$ cat config.mk
export PLATFORM = sky130hd
export DESIGN_NAME = fifo_wr_ctrl
export DESIGN_NICKNAME = d
export VERILOG_FILES = /design/src/rtl/fifo_wr_ctrl.sv
export SDC_FILE = /design/constraint.sdc
export NUM_CORES = 1
export LEC_CHECK = 0
export BUFFER_PORTS_ARGS = -buffer_cell sky130_fd_sc_hd__buf_2
export CAP_MARGIN = 20
export CELL_PAD_IN_SITES_DETAIL_PLACEMENT = 0
export CELL_PAD_IN_SITES_GLOBAL_PLACEMENT = 1
export CORE_UTILIZATION = 37
export DETAILED_ROUTE_END_ITERATION = 8
export PLACE_DENSITY = 0.71
export SLEW_MARGIN = 20
export SYNTH_ARGS = -nofsm -noshare
export SYNTH_HDL_FRONTEND = slang
export SYNTH_SLANG_ARGS = --single-unit
$ cat constraint.sdc
create_clock -name wclk -period 2.6 [get_ports wclk]
set_clock_uncertainty 0.2 [all_clocks]
set_input_delay 0.52 -clock wclk [delete_from_list [all_inputs] [get_ports wclk]]
set_output_delay 0.52 -clock wclk [all_outputs]
set_load 0.01 [all_outputs]
$ cat src/rtl/fifo_wr_ctrl.sv
// Write-side controller of an async FIFO: write pointer, Gray export, read-pointer sync, full/level/overflow.
// wen is combinational from winc; all flags registered; pushes while full are dropped and flagged in wovf.
module fifo_wr_ctrl #(
  parameter int ASIZE       = 4,
  parameter int SYNC_STAGES = 2,
  parameter int AF_THRESH   = 12
) (
  input  logic             wclk,
  input  logic             rst_n,
  input  logic             winc,
  input  logic             wovf_clr,
  input  logic [ASIZE:0]   rptr_gray,
  output logic             wen,
  output logic [ASIZE-1:0] waddr,
  output logic [ASIZE:0]   wptr_gray,
  output logic             wfull,
  output logic             walmost_full,
  output logic [ASIZE:0]   wlevel,
  output logic             wovf
);

  localparam logic [ASIZE:0] AF_LVL = (ASIZE+1)'(AF_THRESH);

  logic [ASIZE:0] wbin;
  logic [ASIZE:0] wbin_next;
  logic [ASIZE:0] wgray_next;
  logic [ASIZE:0] rq;
  logic [ASIZE:0] rbin_s;
  logic [ASIZE:0] level_next;
  logic           full_next;
  logic [ASIZE:0] sync_q [SYNC_STAGES];

  assign wen   = winc & ~wfull;
  assign waddr = wbin[ASIZE-1:0];
  assign rq    = sync_q[SYNC_STAGES-1];

  always_comb begin
    rbin_s = '0;
    for (int i = 0; i <= ASIZE; i++) begin
      rbin_s[i] = ^(rq >> i);
    end
  end

  always_comb begin
    wbin_next  = wbin + {{ASIZE{1'b0}}, wen};
    wgray_next = wbin_next ^ (wbin_next >> 1);
    level_next = wbin_next - rbin_s;
    // Full when the write pointer is exactly one lap ahead of the synced read pointer.
    full_next  = (wgray_next == {~rq[ASIZE:ASIZE-1], rq[ASIZE-2:0]});
  end

  // Plain flop chain: no logic between stages so only one Gray bit can be metastable.
  always_ff @(posedge wclk or negedge rst_n) begin
    if (!rst_n) begin
      for (int i = 0; i < SYNC_STAGES; i++) begin
        sync_q[i] <= '0;
      end
    end else begin
      sync_q[0] <= rptr_gray;
      for (int i = 1; i < SYNC_STAGES; i++) begin
        sync_q[i] <= sync_q[i-1];
      end
    end
  end

  always_ff @(posedge wclk or negedge rst_n) begin
    if (!rst_n) begin
      wbin         <= '0;
      wptr_gray    <= '0;
      wfull        <= 1'b0;
      walmost_full <= 1'b0;
      wlevel       <= '0;
    end else begin
      wbin         <= wbin_next;
      wptr_gray    <= wgray_next;
      wfull        <= full_next;
      walmost_full <= (level_next >= AF_LVL);
      wlevel       <= level_next;
    end
  end

  always_ff @(posedge wclk or negedge rst_n) begin
    if (!rst_n) begin
      wovf <= 1'b0;
    end else if (winc && wfull) begin
      wovf <= 1'b1;
    end else if (wovf_clr) begin
      wovf <= 1'b0;
    end
  end

endmodule

# Word level (Yosys, flattened, before mapping)
# Cells that the tools add are included.
dict set report word_totals {
  ff_bits 28
  output_inout_bits 18
  word_cells 25
}
dict set report op_classes {
  add_sub_neg 2
  order_cmp 1
  eq_ne 1
  n_mux 2
  bitwise 4
  n_reduce_logical 7
}
# operator count
set op_table {}
lappend op_table {{5-bit parity} 5}
lappend op_table {{5-bit by 1-bit adder with 5-bit output} 1}
lappend op_table {{5-bit == test} 1}
lappend op_table {{5-bit by 4-bit greater-or-equal comparator with 1-bit output, second input constant} 1}
lappend op_table {{5-bit subtractor} 1}
lappend op_table {{5-bit by 4-bit XOR with 5-bit output} 1}
lappend op_table {{1-bit 2-to-1 mux} 2}
lappend op_table {{2-bit inverter} 1}
lappend op_table {{2-bit nonzero test} 1}
lappend op_table {{1-bit bitwise AND} 1}
lappend op_table {{1-bit logical AND} 1}
lappend op_table {{1-bit inverter} 1}

# Depth between registers and ports, before layout
# Gate-level depths: netlist (run 1).
dict set report logic_depth {
  ltp_word 5
  mapped_depth 11
}

# Worst setup path after synthesis (run 1)
# Ideal clock, no wire load.
dict set report synth_path {
  kind {input to register}
  start {input port winc}
  end {register walmost_full}
  setup_ps 64
  arrival_ps 2520
  path_slack_ps -185
  stages 9
  n_path_buf 1
  cell_sequence {nor2b_1 > ha_1 > ha_1 > clkbuf_1 > xnor2_1 > ha_1 > or4b_1 > o311ai_1 > a21o_1}
}
dict set report synth_between {
  elab_chain_len 4
}
# element line
set synth_rtl {}
lappend synth_rtl {{from (decl)} 10} ;# input logic winc,
lappend synth_rtl {{1-bit bitwise AND} 33} ;# assign wen = winc & ~wfull;
lappend synth_rtl {{5-bit by 1-bit adder with 5-bit output} 45} ;# wbin_next = wbin + {{ASIZE{1'b0}}, wen};
lappend synth_rtl {{via wbin_next[1]} 25} ;# logic [ASIZE:0] wbin_next;
lappend synth_rtl {{5-bit subtractor} 47} ;# level_next = wbin_next - rbin_s;
lappend synth_rtl {{5-bit by 4-bit greater-or-equal comparator with 1-bit output} 77} ;# walmost_full <= (level_next >= AF_LVL);
lappend synth_rtl {{to (signal assigned)} 77}
lappend synth_rtl {{to (decl)} 17} ;# output logic walmost_full,
# The timed path passes the listed nets, and every way through them passes these cells.
# A chain may end at the register's enable or synchronous reset.

# Worst setup path after layout (run 1)
dict set report layout_path {
  start {register sync_q, in the netlist rq[4]}
  end {register walmost_full}
}
dict set report layout_between {
  elab_chain_len 3
}
# element line
set layout_rtl {}
lappend layout_rtl {{from (decl)} 31} ;# logic [ASIZE:0] sync_q [SYNC_STAGES];
lappend layout_rtl {{from (signal, indexed assignment)} 61} ;# sync_q[i] <= sync_q[i-1];
lappend layout_rtl {{5-bit parity} 40} ;# rbin_s[i] = ^(rq >> i);
lappend layout_rtl {{5-bit subtractor *} 47}
lappend layout_rtl {{5-bit by 4-bit greater-or-equal comparator with 1-bit output *} 77}
# Every way passes the cells marked *; elsewhere a longest branch is shown, timed or not.

==> reports/metrics.csv, run 1 <==
metric,value,unit
Crit-path slowest cell,or4b_4,
Leak,0.000694,uW
sequential share of power,31.0,%
Synth Area in Compound Gates,6.97,%
data required time of the critical path,2.67,ns
Via density,4.45,
global routing usage on met1,16.4,%
Mapped Area,1170,um^2
row cnt,20,
total number of yosys warnings,0,
Netlist cell types,26,
Critical Path Fanout Max,2,
"Hold Vio Cnt, Final",0,
Sw Share,39.3,%
power per standard cell area,1370,nW/um^2
CTS tree,built,
Worst setup SP type,flip-flop,
Synth Area in Simple Gates,4.72,%
vias in the first global route,780,
Min Hold Slack,0.0960,ns
Least-Margin Pin Slew,0.576,ns
slew margin rel.,61.6,%
setup_tns,0,ns
overall die height,58.2,um
final wirelength,2020,um
area grow syn2layout,30.0,%
Peak supply drop,0.000478,V
"Seq/Total Area, Yosys",57.9,%
Hold Crit Class,primary input to flip-flop,
"Critical Path, Cell by Cell","xor2_2, inv_2, xnor2_2, xnor2_1, ha_2, inv_2, maj3_2, or4b_4, o311ai_2, a21o_1",
total gr overflow,0,
min Tclk post-route,2.55,ns
Max Freq,392,MHz
number of remaining DRC errors,0,
register bit count reported by yosys,27,
CTS buffer count,3,
CP endpoint kind,flip-flop,
"slowest stage delay, CP",0.49,ns
Post-DP Area,1460,um^2
htree depth,1,
multiplexer share of the synthesized area,0,%
"commonest cells after routing, fill and taps aside","26 x buf_2, 26 x dfrtp_1, 13 x xnor2_1",
largest family of logic cells by synthesized area,XOR/XNOR gates,
max_cap viols,0,
Power Internal,1260,uW
CP Class,flip-flop to flip-flop,
final setup vio count,0,
die extent in x,58.2,um
number of DRC markers in iteration 0,15,
Starting Density,38.6,%
P_sw,817,uW
crit share post-route,98.2,%
ANT nets after route,0,
die area,3380,um^2
Core Region,3030,um^2
DR vias,765,
layout cells sized above 1,44.5,%
combinational share of power,60.5,%
GRT Total Usage,13.8,%
initial antenna violation count,0,
first-pass GRT wire length,3440,um
"most used cell, CP",inv_2,
pin count of the biggest net entering global routing,28,
GR Util met2,24.5,%
status,"complete, no violations",
worst-case clock buffer depth,2,
GP Congestion,0.768,
"Clk pin slew, worst setup/hold paths",0.14,ns
max-slew violation count,0,
IO buf count,26,
root buf cell,clkbuf_4,
wire per inst,11.8,um
Avg Inst Size Synth,13.4,um^2
"Design Area, Final",1520,um^2
clock sink count,27,
Final Core Density,50.1,%
Synth Area in XOR/XNOR,20.2,%
clock share of power,8.5,%
Post-Syn Instances,87,
Syn Nets,102,
clock insertion delay at the later pin of the skew report,0.31,ns
data arrival time of the critical path,2.62,ns
Pre-antenna DRT Iters,3,
post-DP HPWL,1560,um
GRT Max-Usage Layer,met2,
RSZ-0062 raised after global routing,true,
# diodes,0,
met3 GRT Util,2.01,%
Adder-Cell Fraction of Synth Area,7.40,%
Top-Level Pins,27,
nets@finish,144,
-- power by group through the flow --
| stage | Combinational [uW] | Sequential, uW | Clock, uW |
|---|---|---|---|
| after CTS | 1250 | 645 | 188 |
| after detailed placement | 1230 | 655 | 0 |
| after global routing | 1400 | 659 | 197 |
| after floorplan | 762 | 723 | 0 |
| final | 1260 | 643 | 177 |
| after global placement | 1190 | 651 | 0 |
-- per-layer routing --
metal  up-vias  share of wire [%]
met5         -                  0
met4         0                1.7
met1       367                 42
li1        373                  -
met3         4                2.8
met2        21                 53
-- sequential cells by signal, summed over array words and instances (netlist names) --
name,count
rq,5
sync_q,5
walmost_full,1
wbin,5
wfull,1
wlevel,5
wovf,1
wptr_gray,4
-- stage by stage --
| step | total power [uW] | std cells | setup slack [ns] |
|---|---|---|---|
| 6_report | 2080 | 172 | 0.0463 |
| 5_1_grt | 2250 | 172 | -0.0803 |
| 4_1_cts | 2080 | 172 | 0.00852 |
| 3_5_place_dp | 1880 | 166 | -0.0456 |
| 3_3_place_gp | 1840 | 166 | -0.00932 |
| 2_1_floorplan | 1490 | 87 | 0.0177 |
-- worst max-delay path: cells and delay by family, from the launching register on --
kind | cells | cell delay (ns)
fa+ha+maj | 2 | 0.52
xor+xnor | 3 | 0.51
simple gates | 1 | 0.49
flops | 1 | 0.43
compound gates | 2 | 0.24
buf+inv | 2 | 0.11
-- cell type report --
cell class	count	area, um^2
Inverter	8	30.0
Fill cell	286	1510
Tap cell	44	55.1
Multi-Input combinational cell	51	507
Sequential cell	27	677
Clock buffer	4	26.3
Timing Repair Buffer	38	223
-- cell usage after synthesis --
cell type / instances / area share, %
o21bai_1: 1 / 0.64
xor2_1: 7 / 5.3
inv_2: 1 / 0.32
o311ai_1: 1 / 0.75
xnor2_2: 2 / 2.8
o21ai_0: 2 / 0.86
or3_1: 1 / 0.54
xnor2_4: 1 / 2.4
ha_1: 6 / 6.4
nor2_1: 1 / 0.32
clkbuf_1: 1 / 0.32
nand3_1: 3 / 1.3
nor2b_1: 1 / 0.54
inv_1: 7 / 2.3
a21oi_1: 3 / 1.3
dfrtp_1: 27 / 58
a21o_1: 1 / 0.64
a211oi_1: 1 / 0.64
nand2_1: 1 / 0.32
o311ai_0: 1 / 0.75
o211ai_1: 1 / 0.64
or4b_1: 1 / 0.86
a2111oi_0: 1 / 0.75
xnor2_1: 13 / 9.8
maj3_2: 1 / 0.96
nor4bb_1: 1 / 0.86
-- worst paths after layout --
path                                      from  depth (start not counted)  slack (ns)                endpoint
setup / recovery               rq[4]$_DFF_PN0_                         10        0.05  walmost_full$_DFF_PN0_
hold / removal                    rptr_gray[4]                          1         0.1     sync_q[9]$_DFF_PN0_
setup reg to reg               rq[4]$_DFF_PN0_                         10        0.05  walmost_full$_DFF_PN0_
hold reg to reg            sync_q[6]$_DFF_PN0_                          0        0.16         rq[1]$_DFF_PN0_
max in group asynchronous                rst_n                          2        1.28         rq[2]$_DFF_PN0_
min in group asynchronous                rst_n                          2        0.51        wovf$_DFFE_PN0P_
-- cell families after synthesis --
kind of cell	count (synthesis)
flip-flops	27
XOR/XNOR	23
AO/OA/AOI/OAI	12
buffers and inverters	9
AND/OR/NAND/NOR	9
adder cells (fa/ha/maj)	7
-- what timing repair did --
action	in CTS	in global routing
gates resized for setup	3	2
pin swaps	2	3
endpoints found under the setup margin	1	1
hold endpoints to repair	13	0
buffers inserted	1	0
hold buffers	1	0
Note: power is estimated with default switching activity, not from simulation.
==> inputs of run 2 (changes only) <==
Settings changed: CORE_UTILIZATION 37 to 30, PLACE_DENSITY 0.71 to 0.59.
==> run 2 against run 1 <==
Net effect:
- via count fell by 5.0%
- first-iteration DRC count rose by 13%
- the run now ends with negative setup slack left
- wire length fell by 1.7%
==> reports/metrics.csv, run 2 (same netlist as run 1, synthesis figures left out) <==
metric,value,unit
status,"finished, violations left",
failing checks,negative setup slack,
area grow syn2layout,33.1,%
crit share post-route,100,%
ANT nets after route,0,
Critical Path Fanout Max,2,
clock insertion delay at the later pin of the skew report,0.27,ns
Peak supply drop,0.000441,V
DR vias,727,
CTS Hold Bufs,0,
R2R cell count,10,
slew margin rel.,61.4,%
root buf cell,clkbuf_8,
dpl ws,-0.0461,ns
CP Class,flip-flop to flip-flop,
vias in the first global route,742,
layout cells sized above 1,45.0,%
Core Region,3690,um^2
IO buf count,26,
Starting Density,31.6,%
RSZ-0062 raised after global routing,true,
wire per inst,11.2,um
overall die height,64.4,um
max_cap viols,0,
nets@finish,145,
Max Freq,384,MHz
die extent in x,64.4,um
htree depth,1,
Top-Level Pins,27,
Least-Margin Pin Slew,0.578,ns
"Hold Vio Cnt, Final",0,
CTS tree,built,
"commonest non-fill, non-tap cell in the layout",dfrtp_1,
power per standard cell area,1380,nW/um^2
number of DRC markers in iteration 0,17,
"commonest cells after routing, fill and taps aside","27 x dfrtp_1, 26 x buf_2, 13 x xnor2_1, 13 x buf_4, 6 x inv_1",
GP Congestion,0.760,
"Clk pin slew, worst setup/hold paths",0.09,ns
Worst setup SP type,flip-flop,
Hold Crit Class,primary input to asynchronous set/reset pin,
first-pass GRT wire length,3390,um
row cnt,22,
worst-case clock buffer depth,2,
final wirelength,1990,um
total gr overflow,0,
die area,4140,um^2
worst r2r src,rq[3]$_DFF_PN0_,
clock sink count,27,
initial antenna violation count,0,
CP startpoint,rq[3]$_DFF_PN0_,
CP endpoint kind,flip-flop,
data required time of the critical path,2.62,ns
min Tclk post-route,2.60,ns
Filler cells,356,
Pre-antenna DRT Iters,4,
CTS buffer count,3,
pin count of the biggest net entering global routing,28,
Via density,4.11,
"Worst Setup Slack, final",-0.000826,ns
# diodes,0,
final setup vio count,1,
max-slew violation count,0,
post-DP HPWL,1530,um
Leak,0.000711,uW
Min Hold Slack,0.0357,ns
GRT Total Usage,10.9,%
number of remaining DRC errors,0,
data arrival time of the critical path,2.62,ns
## run 2: cell types whose count changed in the layout (fill, tap and decap cells not counted), sizes merged
cell and change:
dlygate4sd3 -1, buf +2
## run 2: worst max-delay path, cell delays in order, from the launching register on
cell      delay [ns]
dfrtp_1         0.42
xor2_2          0.20
inv_2           0.07
xnor2_2         0.20
xnor2_1         0.15
ha_2            0.20
inv_1           0.06
maj3_2          0.31
or4b_4          0.49
o311ai_2        0.10
a21o_1          0.15
## run 2: report_power, final
group	internal [uW]	total, uW	switching, uW
Sequential	575	648	73.2
Combinational	644	1270	624
Clock	110	233	123
## run 2: what timing repair did
item	4_1_cts	5_1_grt
setup endpoints to repair	1	2
buffers inserted	1	1
pin swaps	1	4
gates resized for setup	0	5
hold endpoints to repair	0	0
## run 2: metrics by stage
stage                     total power [uW]  setup TNS (ns)  utilization [%]  area [um^2]  cells
after global placement                1880          -0.108             39.9         1470    171
final                                 2150       -0.000826             42.1         1550    177
after CTS                             2130               0             41.3         1520    176
after global routing                  2340          -0.122             42.1         1550    177
after detailed placement              1880         -0.0898             39.9         1470    171
after floorplan                       1490               0                -         1210     87
## run 2: path summary, 6_finish.rpt
check,end,slack [ns]
max,walmost_full$_DFF_PN0_,-0.0008
min,wptr_gray[0]$_DFF_PN0_,0.04
max reg2reg,walmost_full$_DFF_PN0_,-0.0008
min reg2reg,rq[0]$_DFF_PN0_,0.15
max in group asynchronous,sync_q[7]$_DFF_PN0_,1.78
min in group wclk,rq[0]$_DFF_PN0_,0.15
## run 2: layout make-up
class	instances	area [um^2]	area share, %
tap	48	60.1	3.86
timing repair buffer	39	228	14.7
inverter	8	30.0	1.93
multi-input combinational	51	515	33.2
clock buffer	4	45.0	2.90
sequential	27	676	43.5
## run 2: routing by layer
layer | GRT usage [%] | wire (um) | vias up
met4 | 3.33 | 16 | 0
met2 | 17.5 | 949 | 19
met5 | 0 | 0 | -
li1 | - | - | 371
met1 | 13.7 | 920 | 335
met3 | 3.75 | 101 | 2
